===== config.mk =====
export PLATFORM = sky130hd
export DESIGN_NAME = id_ex_stage
export DESIGN_NICKNAME = d
export VERILOG_FILES = /design/src/rtl/riscv_pkg.sv /design/src/rtl/fwd_mux.sv /design/src/rtl/id_ex_stage.sv
export SDC_FILE = /design/constraint.sdc
export NUM_CORES = 1
export LEC_CHECK = 0
export BUFFER_PORTS_ARGS = -buffer_cell sky130_fd_sc_hd__buf_2
export CORE_AREA = 3 3 272 274
export DETAILED_ROUTE_END_ITERATION = 7
export DIE_AREA = 0 0 275 277
export PLACE_DENSITY = 0.49
export SETUP_SLACK_MARGIN = 0.05
export SYNTH_ARGS = -nofsm -noshare
export SYNTH_HDL_FRONTEND = slang
export SYNTH_SLANG_ARGS = --single-unit

===== constraint.sdc =====
create_clock -name clk -period 26.7 [get_ports clk]
set_clock_uncertainty 0.1 [all_clocks]
set_input_delay 2.67 -clock clk [delete_from_list [all_inputs] [get_ports clk]]
set_output_delay 2.67 -clock clk [all_outputs]
set_load 0.02 [all_outputs]

===== src/rtl/riscv_pkg.sv =====
// Shared RISC-V core definitions: ALU opcode fields, operand-select encodings
// and register index width.
package riscv_pkg;

  localparam int REG_ADDR_W = 5;

  localparam logic [2:0] F3_ADD  = 3'b000;
  localparam logic [2:0] F3_SLL  = 3'b001;
  localparam logic [2:0] F3_SLT  = 3'b010;
  localparam logic [2:0] F3_SLTU = 3'b011;
  localparam logic [2:0] F3_XOR  = 3'b100;
  localparam logic [2:0] F3_SRL  = 3'b101;
  localparam logic [2:0] F3_OR   = 3'b110;
  localparam logic [2:0] F3_AND  = 3'b111;

  localparam logic [6:0] F7_BASE = 7'b0000000;
  localparam logic [6:0] F7_ALT  = 7'b0100000;

  localparam logic A_SEL_RS1 = 1'b0;
  localparam logic A_SEL_PC  = 1'b1;
  localparam logic B_SEL_RS2 = 1'b0;
  localparam logic B_SEL_IMM = 1'b1;

endpackage


===== src/rtl/fwd_mux.sv =====
// Per-source operand forwarding: EX/MEM beats WB beats the held value,
// and x0 always reads zero.
module fwd_mux #(
  parameter int DATA_WIDTH = 64,
  parameter int REG_ADDR_W = 5
) (
  input  logic [REG_ADDR_W-1:0] src_addr,
  input  logic [DATA_WIDTH-1:0] held_data,
  input  logic                  exm_valid,
  input  logic                  exm_reg_write,
  input  logic [REG_ADDR_W-1:0] exm_rd_addr,
  input  logic [DATA_WIDTH-1:0] exm_result,
  input  logic                  wb_valid,
  input  logic                  wb_reg_write,
  input  logic [REG_ADDR_W-1:0] wb_rd_addr,
  input  logic [DATA_WIDTH-1:0] wb_result,
  output logic                  wb_hit,
  output logic [DATA_WIDTH-1:0] fwd_data
);

  logic src_nonzero_s;
  logic exm_hit_s;

  assign src_nonzero_s = (src_addr != {REG_ADDR_W{1'b0}});
  assign exm_hit_s = exm_valid && exm_reg_write && (exm_rd_addr == src_addr) && src_nonzero_s;
  assign wb_hit    = wb_valid && wb_reg_write && (wb_rd_addr == src_addr) && src_nonzero_s;

  // Priority select of the forwarded operand value
  always_comb begin
    fwd_data = {DATA_WIDTH{1'b0}};
    if (!src_nonzero_s) begin
      fwd_data = {DATA_WIDTH{1'b0}};
    end else if (exm_hit_s) begin
      fwd_data = exm_result;
    end else if (wb_hit) begin
      fwd_data = wb_result;
    end else begin
      fwd_data = held_data;
    end
  end

endmodule


===== src/rtl/id_ex_stage.sv =====
// ID/EX pipeline register: holds one decoded instruction, forwards from
// EX/MEM and WB, selects ALU operands and stalls on load-use.
module id_ex_stage #(
  parameter int DATA_WIDTH = 64,
  parameter int REG_ADDR_W = riscv_pkg::REG_ADDR_W
) (
  input  logic                  clk,
  input  logic                  rst,
  input  logic                  in_valid,
  output logic                  in_ready,
  input  logic [DATA_WIDTH-1:0] in_pc,
  input  logic [DATA_WIDTH-1:0] in_rs1_data,
  input  logic [DATA_WIDTH-1:0] in_rs2_data,
  input  logic [DATA_WIDTH-1:0] in_imm,
  input  logic [REG_ADDR_W-1:0] in_rs1_addr,
  input  logic [REG_ADDR_W-1:0] in_rs2_addr,
  input  logic [REG_ADDR_W-1:0] in_rd_addr,
  input  logic [2:0]            in_func3,
  input  logic [6:0]            in_func7,
  input  logic                  in_a_sel,
  input  logic                  in_b_sel,
  input  logic                  in_reg_write,
  input  logic                  in_mem_read,
  input  logic                  in_mem_write,
  input  logic                  flush,
  input  logic                  exm_valid,
  input  logic                  exm_reg_write,
  input  logic                  exm_mem_read,
  input  logic [REG_ADDR_W-1:0] exm_rd_addr,
  input  logic [DATA_WIDTH-1:0] exm_result,
  input  logic                  wb_valid,
  input  logic                  wb_reg_write,
  input  logic [REG_ADDR_W-1:0] wb_rd_addr,
  input  logic [DATA_WIDTH-1:0] wb_result,
  output logic                  out_valid,
  input  logic                  out_ready,
  output logic [DATA_WIDTH-1:0] data_rs1,
  output logic [DATA_WIDTH-1:0] data_rs2,
  output logic [DATA_WIDTH-1:0] store_data,
  output logic [2:0]            func3,
  output logic [6:0]            func7,
  output logic [REG_ADDR_W-1:0] rd_addr,
  output logic [DATA_WIDTH-1:0] pc,
  output logic                  reg_write,
  output logic                  mem_read,
  output logic                  mem_write
);

  import riscv_pkg::*;

  logic                  held_valid_r;
  logic [DATA_WIDTH-1:0] pc_r;
  logic [DATA_WIDTH-1:0] rs1_data_r;
  logic [DATA_WIDTH-1:0] rs2_data_r;
  logic [DATA_WIDTH-1:0] imm_r;
  logic [REG_ADDR_W-1:0] rs1_addr_r;
  logic [REG_ADDR_W-1:0] rs2_addr_r;
  logic [REG_ADDR_W-1:0] rd_addr_r;
  logic [2:0]            func3_r;
  logic [6:0]            func7_r;
  logic                  a_sel_r;
  logic                  b_sel_r;
  logic                  reg_write_r;
  logic                  mem_read_r;
  logic                  mem_write_r;

  logic [DATA_WIDTH-1:0] fwd_rs1_s;
  logic [DATA_WIDTH-1:0] fwd_rs2_s;
  logic                  wb_hit_rs1_s;
  logic                  wb_hit_rs2_s;
  logic                  rs1_used_s;
  logic                  rs2_used_s;
  logic                  hazard_s;
  logic                  departure_s;
  logic                  capture_s;

  fwd_mux #(.DATA_WIDTH(DATA_WIDTH), .REG_ADDR_W(REG_ADDR_W)) u_fwd_rs1 (
    .src_addr      (rs1_addr_r),
    .held_data     (rs1_data_r),
    .exm_valid     (exm_valid),
    .exm_reg_write (exm_reg_write),
    .exm_rd_addr   (exm_rd_addr),
    .exm_result    (exm_result),
    .wb_valid      (wb_valid),
    .wb_reg_write  (wb_reg_write),
    .wb_rd_addr    (wb_rd_addr),
    .wb_result     (wb_result),
    .wb_hit        (wb_hit_rs1_s),
    .fwd_data      (fwd_rs1_s)
  );

  fwd_mux #(.DATA_WIDTH(DATA_WIDTH), .REG_ADDR_W(REG_ADDR_W)) u_fwd_rs2 (
    .src_addr      (rs2_addr_r),
    .held_data     (rs2_data_r),
    .exm_valid     (exm_valid),
    .exm_reg_write (exm_reg_write),
    .exm_rd_addr   (exm_rd_addr),
    .exm_result    (exm_result),
    .wb_valid      (wb_valid),
    .wb_reg_write  (wb_reg_write),
    .wb_rd_addr    (wb_rd_addr),
    .wb_result     (wb_result),
    .wb_hit        (wb_hit_rs2_s),
    .fwd_data      (fwd_rs2_s)
  );

  // A store consumes rs2 even when the ALU takes the immediate
  assign rs1_used_s = (a_sel_r == A_SEL_RS1);
  assign rs2_used_s = (b_sel_r == B_SEL_RS2) || mem_write_r;
  assign hazard_s   = held_valid_r && exm_valid && exm_mem_read
                      && (exm_rd_addr != {REG_ADDR_W{1'b0}})
                      && ((rs1_used_s && (exm_rd_addr == rs1_addr_r))
                       || (rs2_used_s && (exm_rd_addr == rs2_addr_r)));

  assign out_valid   = held_valid_r && !hazard_s;
  assign departure_s = out_valid && out_ready;
  assign in_ready    = !flush && (!held_valid_r || departure_s);
  assign capture_s   = in_valid && in_ready;

  assign data_rs1   = (a_sel_r == A_SEL_PC)  ? pc_r  : fwd_rs1_s;
  assign data_rs2   = (b_sel_r == B_SEL_IMM) ? imm_r : fwd_rs2_s;
  assign store_data = fwd_rs2_s;
  assign func3      = func3_r;
  assign func7      = func7_r;
  assign rd_addr    = rd_addr_r;
  assign pc         = pc_r;
  assign reg_write  = reg_write_r;
  assign mem_read   = mem_read_r;
  assign mem_write  = mem_write_r;

  // Holding register: capture, departure/flush, and WB refresh while stalled
  always_ff @(posedge clk or posedge rst) begin
    if (rst) begin
      held_valid_r <= 1'b0;
      pc_r         <= {DATA_WIDTH{1'b0}};
      rs1_data_r   <= {DATA_WIDTH{1'b0}};
      rs2_data_r   <= {DATA_WIDTH{1'b0}};
      imm_r        <= {DATA_WIDTH{1'b0}};
      rs1_addr_r   <= {REG_ADDR_W{1'b0}};
      rs2_addr_r   <= {REG_ADDR_W{1'b0}};
      rd_addr_r    <= {REG_ADDR_W{1'b0}};
      func3_r      <= 3'b000;
      func7_r      <= 7'b0000000;
      a_sel_r      <= 1'b0;
      b_sel_r      <= 1'b0;
      reg_write_r  <= 1'b0;
      mem_read_r   <= 1'b0;
      mem_write_r  <= 1'b0;
    end else if (capture_s) begin
      held_valid_r <= 1'b1;
      pc_r         <= in_pc;
      rs1_data_r   <= in_rs1_data;
      rs2_data_r   <= in_rs2_data;
      imm_r        <= in_imm;
      rs1_addr_r   <= in_rs1_addr;
      rs2_addr_r   <= in_rs2_addr;
      rd_addr_r    <= in_rd_addr;
      func3_r      <= in_func3;
      func7_r      <= in_func7;
      a_sel_r      <= in_a_sel;
      b_sel_r      <= in_b_sel;
      reg_write_r  <= in_reg_write;
      mem_read_r   <= in_mem_read;
      mem_write_r  <= in_mem_write;
    end else begin
      if (flush || departure_s) begin
        held_valid_r <= 1'b0;
      end
      if (held_valid_r && !departure_s && wb_hit_rs1_s) begin
        rs1_data_r <= wb_result;
      end
      if (held_valid_r && !departure_s && wb_hit_rs2_s) begin
        rs2_data_r <= wb_result;
      end
    end
  end

endmodule


==> results of run 1 <==
==> area by class of cell <==
| cell class | count | area, um2 | area share (%) |
|---|---|---|---|
| Clock buffer | 64 | 1212 | 5.470 |
| Antenna cell | 14 | 35.03 | 0.1581 |
| Inverter | 4 | 22.52 | 0.1016 |
| Timing Repair Buffer | 729 | 3736 | 16.86 |
| Sequential cell | 287 | 7189 | 32.44 |
| Tap cell | 950 | 1189 | 5.363 |
| Multi-Input combinational cell | 1177 | 8750 | 39.48 |
| Clock inverter | 1 | 30.03 | 0.1355 |
==> final timing paths <==
kind | start | endpoint | slack (ns)
worst min-delay path | imm_r[61] | imm_r[61] | 0.38
worst min register to register | imm_r[61] | imm_r[61] | 0.38
min in group asynchronous | rst | pc[62] | 2.12
worst max-delay path | wb_rd_addr[1] | data_rs2[29] | 18.61
worst max register to register | a_sel_r | pc[29] | 22.19
max in group asynchronous | rst | func7[1] | 22.90
==> synthesized netlist by cell type (all sizes together) <==
cell type	n
dfrtp	287
mux2	220
nor2	137
nand3	131
a2bb2oi	128
a31oi	128
mux2i	128
clkbuf	108
nand2	70
o21ai	66
a21oi	65
a22o	64
buf	58
xor2	11
xnor2	7
inv	4
nor3	4
nand4b	2
nor4	2
or4	2
a2111oi	1
a21boi	1
a21o	1
a221o	1
a32o	1
and2	1
nand2b	1
nand4	1
nor2b	1
o221ai	1
or2	1
or3	1
==> layer usage <==
layer / vias up / GRT usage (%) / share of wire (%)
met5: - / 0 / 0.25
met2: 693 / 36.50 / 50
met4: 32 / 6.540 / 3.2
met1: 8338 / 23.21 / 39
li1: 7345 / - / -
met3: 156 / 5.502 / 7.7
==> worst max-delay path: stages <==
cell     delay [ns]
buf_2          0.12
xnor2_1        0.15
nand4_1        0.12
nor4_2         0.24
buf_4          0.31
buf_4          0.59
mux2_2         0.41
mux2i_1        0.29
o21ai_0        0.14
buf_2          0.18
==> sequential cells by signal, indices dropped and copies added, names as in the netlist, 5 cells and up <==
register,flops
rs2_addr_r,5
rs1_data_r,64
rs1_addr_r,5
pc,64
imm_r,64
rd_addr,5
rs2_data_r,64
func7,7
==> stage by stage <==
| step | util (%) | power, mW | std cells | instance area [um2] |
|---|---|---|---|---|
| CTS | 30.90 | 1.672 | 3212 | 22130 |
| floorplan | - | 0.9047 | 1634 | 16550 |
| finish | 30.95 | 1.652 | 3226 | 22160 |
| global route | 30.93 | 1.734 | 3220 | 22150 |
| detailed placement | 29.17 | 1.136 | 3147 | 20890 |
| global placement | 29.17 | 1.130 | 3147 | 20890 |
==> report_power, final <==
part           internal (mW)  switching [mW]
sequential             0.508          0.0624
combinational          0.220           0.337
clock                  0.316           0.208
==> logic make-up (layout without fill, tap and decap cells) <==
group	count (synthesis)	count (layout)	share of synthesized area, %
flip-flops	287	287	43.39
XOR/XNOR	18	18	0.9524
other	0	14	0
buffers and inverters	170	798	4.248
AND/OR/NAND/NOR	354	354	9.313
AO/OA/AOI/OAI	457	457	19.39
multiplexers	348	348	22.71
==> key figures, run 1 <==
Yosys
  • Register area share after synthesis: 43.39%
  • Largest area contributor in the netlist: dfrtp_1
  • Synth unique cells: 37
  • Synth top area share: 43.39%
  • Post-synth net total: 2068
  • Post-Syn Area: about 0.017 mm2
  • Synth Area per Inst: around 10 um2
  • Top cells by area, synth: dfrtp_1, mux2_2, mux2i_1
  • Number of synthesis warnings: 0
  • Cells after synthesis: 1634
  • Synthesis-stage register bit count: approximately 290

Routing
  • DR DRC count: 0
  • Routed wire length: 80.75 mm
  • Via-to-Cell Ratio: 5.135
  • 1st-iter DRT viols: 1049
  • Drt first pass iters: 7
  • DR vias: 16560
  • Detail Route Antenna Nets: 0
  • WL/cell: 25.03 um

Critical path
  • WS Path Type: in2out
  • Worst path required time: 23.93 ns
  • Arrival @ worst endpoint: 5.32 ns
  • Worst Path Max Fanout: 55
  • CP Capture Type: output port
  • Path depth of the worst reg2reg path: 6
  • Setup crit start kind: input pin

Clock tree
  • Hold Buf Count CTS: 0
  • Skew-Pair Late Insertion Delay: 0.54 ns
  • Clock sink count: 287
  • CTS tree: done
  • CTS H-tree lvls: 2
  • CTS buffer count: 39
  • Clk root buf: clkbuf_16
  • Clock buffer depth: 3
  • Clock-pin slew on the worst setup and hold paths: 0.05 ns
  • Setup bufs post-CTS: 0
  • # resized after CTS: 0

GRT
  • First-pass GRT wire length: 118.2 mm
  • Initial antenna violation count: 36
  • Total GRT Usage: 20.34%
  • Vias in the first global route: 17560
  • GR Overflow Total: 0
  • Largest net degree at the start of global routing: 144

Timing
  • Fin worst setup slack: between 15 and 20 ns
  • Max Slew Vio Count: 0
  • Max Freq: 0.1236 GHz
  • Worst Tran Pin Value: between 1 and 1.5 ns
  • Final setup fails: 0
  • Worst Hold Slack: ~0.38 ns
  • Unrepaired setup endpoints after global routing: no
  • Final Hold Viols: 0
  • Crit path time final: 8.089 ns
  • Slew margin rel.: between 10% and 20%
  • Crit share post-route: 30.30%
  • Setup tns final: 0 ns

Final layout
  • Filler cell count in the final layout: 7681
  • Synth-to-Final Area Change: 33.90%
  • Fin nets: about 2700
  • Fraction of layout cells with a size suffix above 1: 44.47%
  • Commonest non-fill, non-tap cell in the layout: buf_2
  • Most frequent cells in the layout: buf_2, dfrtp_1, mux2_2

Floorplan
  • Num ports: 710
  • Core Footprint: 0.07161 mm2
  • Die height: 277 um
  • Die ar.: 0.07618 mm2
  • Row cnt: 98
  • Chip Width: 275 um
  • Initial Utilization: 23.11%

Run
  • Max-Cap Viols: 0

Worst hold path
  • Hold depth: 1
  • Hold Path Class: reg2reg

Power and ir drop
  • P_leak: 10.10 nW
  • Pwr Density: 74.51 mW/mm2
  • Peak supply drop: about 42 uV

Placement
  • Global placement routability congestion: 0.8978
  • Post-DP HPWL: 56.81 mm
  • Port Buffers: 709
  • Dpl ws: between 15 and 20 ns

Run status
  • Outcome: complete, no violations
Note: power is estimated with default switching activity, not from simulation.
==> inputs of run 2 (changes only) <==
CORE_AREA = 3 3 273 275   (was 3 3 272 274)
DIE_AREA = 0 0 276 278   (was 0 0 275 277)
PLACE_DENSITY = 0.51   (was 0.49)
clock period = 7.1 ns   (was 26.7 ns; I/O delays follow)
==> key figures, run 2 (same netlist as run 1, synthesis figures left out) <==
Run status
  • Outcome: complete, no violations

Critical path
  • CP Capture Point: data_rs2[55]
  • CP Capture Type: output port
  • Reg2reg setup slack: 3.06 ns (-19.13 ns)
  • WS Path Type: reg2out
  • Worst path required time: 6.29 ns (-17.64 ns)
  • Worst reg2reg endpoint: rs1_data_r[51]
  • Worst Path Max Fanout: 61 (+11%)
  • Worst R2R Start: a_sel_r
  • Setup crit start: rs2_addr_r[0]
  • Arrival @ worst endpoint: 4.30 ns (-1.02 ns)
  • Setup crit start kind: register
  • Path depth of the worst reg2reg path: 6 (unchanged)

Timing
  • Max Freq: 0.1958 GHz
  • Max Slew Vio Count: 0 (unchanged)
  • Worst Tran Pin Value: 1.209 ns (-0.02262 ns)
  • Crit path time final: 5.108 ns
  • Final Hold Viols: 0 (unchanged)
  • Slew margin rel.: 19.40% (+1.5 points)
  • Crit share post-route: 71.94%
  • Final setup fails: 0 (unchanged)
  • Setup tns final: 0 ns (unchanged)
  • Unrepaired setup endpoints after global routing: no

Floorplan
  • Chip Width: 276 um (+0.36%)
  • Core Footprint: 0.07259 mm2 (+1.4%)
  • Num ports: 710 (unchanged)
  • Die height: 278 um (+0.36%)
  • Row cnt: 99 (+1.0%)
  • Die ar.: 0.07673 mm2 (+0.73%)
  • Initial Utilization: 22.80% (-0.31 points)

Routing
  • Drt first pass iters: 5 (-2)
  • DR DRC count: 0 (unchanged)
  • 1st-iter DRT viols: 1122 (+7.0%)
  • DR vias: 16650 (+0.53%)
  • Routed wire length: 76.09 mm (-5.8%)
  • WL/cell: 23.50 um (-6.1%)
  • Via-to-Cell Ratio: 5.143 (+0.16%)
  • Detail Route Antenna Nets: 0 (unchanged)

Power and ir drop
  • Comb power frac: 32.3% (-1.4 points)
  • Clock power frac: 34.0% (+2.3 points)
  • Pwr Density: 286.2 mW/mm2 (+280%)
  • Flop pwr share: 33.6% (-1.0 points)
  • Switching Fraction: 35.94% (-0.81 points)
  • Int Power: 4.099 mW (+290%)
  • Post-layout power: 6.398 mW (+290%)
  • Peak supply drop: 188.1 uV (+350%)
  • Net Switching: 2.300 mW (+280%)
  • P_leak: 10.17 nW (+0.69%)

Placement
  • Global placement routability congestion: 0.8846 (-1.5%)
  • Post-DP HPWL: 53.54 mm (-5.7%)
  • Placed Area: 0.02092 mm2 (+0.16%)
  • Port Buffers: 709 (unchanged)

Clock tree
  • Clock sink count: 287 (unchanged)
  • Hold Buf Count CTS: 0 (unchanged)
  • Setup bufs post-CTS: 0 (unchanged)
  • CTS tree: done
  • CTS H-tree lvls: 2 (unchanged)
  • Skew-Pair Late Insertion Delay: 0.55 ns (about the same)
  • Clock-pin slew on the worst setup and hold paths: 0.06 ns (about the same)
  • CTS buffer count: 40 (+2.6%)
  • # resized after CTS: 0 (unchanged)
  • Clk root buf: clkbuf_16
  • Clock buffer depth: 3 (unchanged)

Run
  • Max-Cap Viols: 0 (unchanged)

Final layout
  • Fraction of layout cells with a size suffix above 1: 44.82% (+0.34 points)
  • Most frequent cells in the layout: buf_2, dfrtp_1, mux2_2
  • Synth-to-Final Area Change: 35.07%
  • Commonest non-fill, non-tap cell in the layout: buf_2
  • Fin nets: 2671 (-0.037%)
  • Final Cell Area: 0.02236 mm2 (+0.87%)

GRT
  • Largest net degree at the start of global routing: 169 (+17%)
  • Initial antenna violation count: 25 (-31%)
  • Vias in the first global route: 17510 (-0.28%)
  • GR Overflow Total: 0 (unchanged)
  • First-pass GRT wire length: 112.8 mm (-4.6%)
  • Total GRT Usage: 18.80% (-1.5 points)

Worst hold path
  • Hold Path Class: in2async
-- run 2: cell types whose count changed in the layout (fill, tap and decap cells not counted), sizes merged --
cell | before | now
clkinvlp | 0 | 5
buf | 729 | 727
diode | 14 | 12
clkinv | 0 | 4
clkbuf | 64 | 57
bufinv | 1 | 6
-- run 2: worst min path at each step --
stage / startpoint / endpoint / slack, ns / cells after the start
floorplan: imm_r[55] / imm_r[55] / 0.36 / 1
global placement: imm_r[60] / imm_r[60] / 0.37 / 1
detailed placement: imm_r[55] / imm_r[55] / 0.38 / 1
CTS: in_imm[55] / imm_r[55] / 0.24 / 2
global route: in_imm[55] / imm_r[55] / 0.26 / 2
finish: rst / func3[0] / 0.20 / 3
-- run 2: final cells by class --
cell class | count | area (um2)
inverter | 4 | 18.77
sequential | 287 | 7189
clock inverter | 15 | 242.7
tap | 959 | 1200
timing repair buffer | 727 | 3759
multi-input combinational | 1177 | 8752
clock buffer | 57 | 1166
fill | 7676 | 50230
antenna | 12 | 30.03
-- run 2: critical path, stage by stage, from the launching register on --
cell,delay [ns]
dfrtp_1,0.42
or4_1,0.58
nor2_4,0.74
nor4_2,0.19
buf_4,0.39
mux2_2,0.40
mux2i_1,0.43
o21ai_0,0.26
buf_2,0.24
-- run 2: stage by stage --
step                utilization, %  setup WS [ns]  hold WS, ns  cells
floorplan                        -          2.485       0.3580   1634
global placement             28.82          2.607       0.3701   3154
detailed placement           28.82          2.562       0.3824   3154
CTS                          30.76          1.945       0.2391   3226
global route                 30.79          1.858       0.2555   3235
finish                       30.80          1.992       0.2048   3238
-- run 2: power groups by stage --
| stage | sequential (mW) | clock, mW | combinational [mW] |
|---|---|---|---|
| after floorplan | 2.17 | 0 | 1.23 |
| after global placement | 2.16 | 0 | 2.06 |
| after detailed placement | 2.17 | 0 | 2.07 |
| after CTS | 2.15 | 2.24 | 2.08 |
| after global routing | 2.19 | 2.31 | 2.21 |
| final | 2.15 | 2.18 | 2.07 |
-- run 2: routing by layer --
layer	track usage (%)	wire length (um)
met1	22.68	30540
met2	32.73	37510
met3	4.698	5589
met4	6.229	2339
met5	0	112
==> inputs of run 3 (changes only) <==
CORE_AREA = 3 3 274 276   (was 3 3 273 275)
DIE_AREA = 0 0 277 279   (was 0 0 276 278)
PLACE_DENSITY = 0.49   (was 0.51)
clock period = 5.3 ns   (was 7.1 ns; I/O delays follow)
==> key figures, run 3 (same netlist as run 1, synthesis figures left out) <==
Timing
  • Max Freq: 0.2358 GHz
  • Setup tns final: 0 ns (unchanged)
  • Slew margin rel.: 23.72% (+4.3 points)
  • Max Slew Vio Count: 0 (unchanged)
  • Fin worst setup slack: 1.059 ns (-0.9332 ns)
  • Crit path time final: 4.241 ns
  • Final setup fails: 0 (unchanged)
  • Final Hold Viols: 0 (unchanged)
  • Crit share post-route: ~80%
  • Unrepaired setup endpoints after global routing: no
  • Worst Tran Pin Value: 1.144 ns (-0.06488 ns)

Placement
  • Dpl ws: 1.608 ns (-0.9543 ns)
  • Placed Area: 0.02105 mm2 (+0.65%)
  • Post-DP HPWL: 57.24 mm (+6.9%)
  • Dpl cells: 3167 (+0.41%)
  • Port Buffers: 709 (unchanged)
  • Global placement routability congestion: 0.9111 (+3.0%)

Critical path
  • Worst Path Buf+Inv: 2 (unchanged)
  • Crit path cell chain: or4_1 > nor2_1 > nand4b_1 > buf_4 > nor2_1 > a21oi_1 > a22o_1 > buf_2
  • Worst path required time: 4.67 ns (-1.62 ns)
  • Arrival @ worst endpoint: 3.61 ns (-0.69 ns)
  • Setup crit start kind: register
  • Crit-path most repeated cell: nor2_1
  • WS Path Type: reg2out
  • CP max stage delay: 0.64 ns (-0.10 ns)
  • Worst Path Max Fanout: 74 (+21%)
  • CP Capture Type: output port
  • Crit-path leading delay family: simple AND/OR/NAND/NOR gates
  • Slowest cell on the critical path: buf_4

Floorplan
  • Num ports: 710 (unchanged)
  • Chip Width: 277 um (+0.36%)
  • Core Footprint: 0.07283 mm2 (+0.34%)
  • Die ar.: 0.07728 mm2 (+0.72%)
  • Initial Utilization: 22.73% (-0.078 points)
  • Row cnt: 99 (unchanged)
  • Die height: 279 um (+0.36%)

GRT
  • GR Overflow Total: 0 (unchanged)
  • First-pass GRT wire length: 117.3 mm (+4.0%)
  • Initial antenna violation count: 39 (+56%)
  • Largest net degree at the start of global routing: 138 (-18%)
  • Vias in the first global route: 17570 (+0.37%)
  • Total GRT Usage: 19.78% (+0.98 points)

Clock tree
  • CTS buffer count: 40 (unchanged)
  • CTS tree: done
  • Hold Buf Count CTS: 0 (unchanged)
  • # resized after CTS: 0 (unchanged)
  • Setup bufs post-CTS: 0 (unchanged)
  • Clock sink count: 287 (unchanged)
  • Clk root buf: clkbuf_16
  • CTS H-tree lvls: 2 (unchanged)
  • Skew-Pair Late Insertion Delay: 0.55 ns (about the same)
  • Clock buffer depth: 3 (unchanged)
  • Clock-pin slew on the worst setup and hold paths: 0.06 ns (about the same)

Routing
  • Detail Route Antenna Nets: 0 (unchanged)
  • DR vias: 16610 (-0.23%)
  • Routed wire length: 80.09 mm (+5.3%)
  • Via-to-Cell Ratio: 5.101 (-0.81%)
  • WL/cell: 24.59 um (+4.6%)
  • Drt first pass iters: 5 (unchanged)
  • DR DRC count: 0 (unchanged)
  • 1st-iter DRT viols: 1138 (+1.4%)

Power and ir drop
  • Post-layout power: 8.428 mW (+32%)
  • Pwr Density: 376.0 mW/mm2 (+31%)
  • P_leak: 10.22 nW (+0.46%)
  • Peak supply drop: 256.5 uV (+36%)

Run
  • Max-Cap Viols: 0 (unchanged)

Final layout
  • Filler cell count in the final layout: 7674 (-0.026%)
  • Sequential cell area: 0.007189 mm2 (unchanged)
  • Synth-to-Final Area Change: 35.42%
  • Final Cell Area: 0.02242 mm2 (+0.26%)
  • Most frequent cells in the layout: buf_2, dfrtp_1, mux2_2
  • Commonest non-fill, non-tap cell in the layout: buf_2
  • Fin nets: 2684 (+0.49%)
  • Non-filler cells, final: 3257 (+0.59%)
  • Multi-input gate area: 0.008752 mm2 (unchanged)
  • Fraction of layout cells with a size suffix above 1: 45.18% (+0.36 points)

Worst hold path
  • Hold Path Class: in2async

Run status
  • Outcome: complete, no violations
==> run 3: cell types whose count changed in the layout (fill, tap and decap cells not counted), sizes merged <==
cell / previous run / this run
diode: 12 / 18
inv: 4 / 5
clkinvlp: 5 / 2
buf: 727 / 740
clkbuf: 57 / 60
bufinv: 6 / 1
clkinv: 4 / 8
==> run 3: layout make-up <==
type / count / area share [%]
repair buffers: 740 / 17.37
flip-flops and latches: 287 / 32.07
diodes: 18 / 0.2009
multi-input cells: 1177 / 39.05
clock buffers: 60 / 5.431
clock inverters: 12 / 0.4410
inverters: 4 / 0.08373
well taps: 959 / 5.353
==> run 3: report_power, final <==
| group | switching (mW) | internal, mW | total (mW) | leakage, nW |
|---|---|---|---|---|
| Sequential | 0.256 | 2.56 | 2.82 | 3.28 |
| Clock | 1.10 | 1.64 | 2.74 | 0.655 |
| Combinational | 1.76 | 1.11 | 2.87 | 6.29 |
| Total | 3.12 | 5.31 | 8.43 | 10.2 |
==> run 3: routing by layer <==
layer | track usage, % | part of all wire, % | vias to the layer above
met5 | 0 | 0.23 | -
met4 | 6.519 | 3.0 | 26
met3 | 5.117 | 7.5 | 156
met2 | 34.89 | 50 | 778
met1 | 23.40 | 39 | 8286
li1 | - | - | 7368
==> run 3: path summary, 6_finish.rpt <==
path / endpoint / slack, ns / depth (start not counted) / from
worst max-delay path: data_rs1[32] / 1.06 / 8 / rs1_addr_r[2]
worst min-delay path: imm_r[58] / 0.05 / 3 / rst
worst max register to register: rs2_data_r[42] / 1.81 / 7 / rs2_addr_r[1]
worst min register to register: imm_r[55] / 0.39 / 1 / imm_r[55]
max in group asynchronous: rs1_data_r[29] / 3.80 / 4 / rst
min in group clk: imm_r[60] / 0.11 / 2 / in_imm[60]
==> run 3: stage by stage <==
stage                     hold WS (ns)  util [%]
final                          0.04500     30.78
after global routing           0.07229     30.75
after CTS                      0.05518     30.71
after detailed placement        0.3815     28.91
after global placement          0.3679     28.91
after floorplan                 0.3580         -
==> run 3: tightest hold or removal path: stages <==
cell and delay [ns]:
buf_2 0.13, clkinvlp_4 0.10, buf_12 0.42
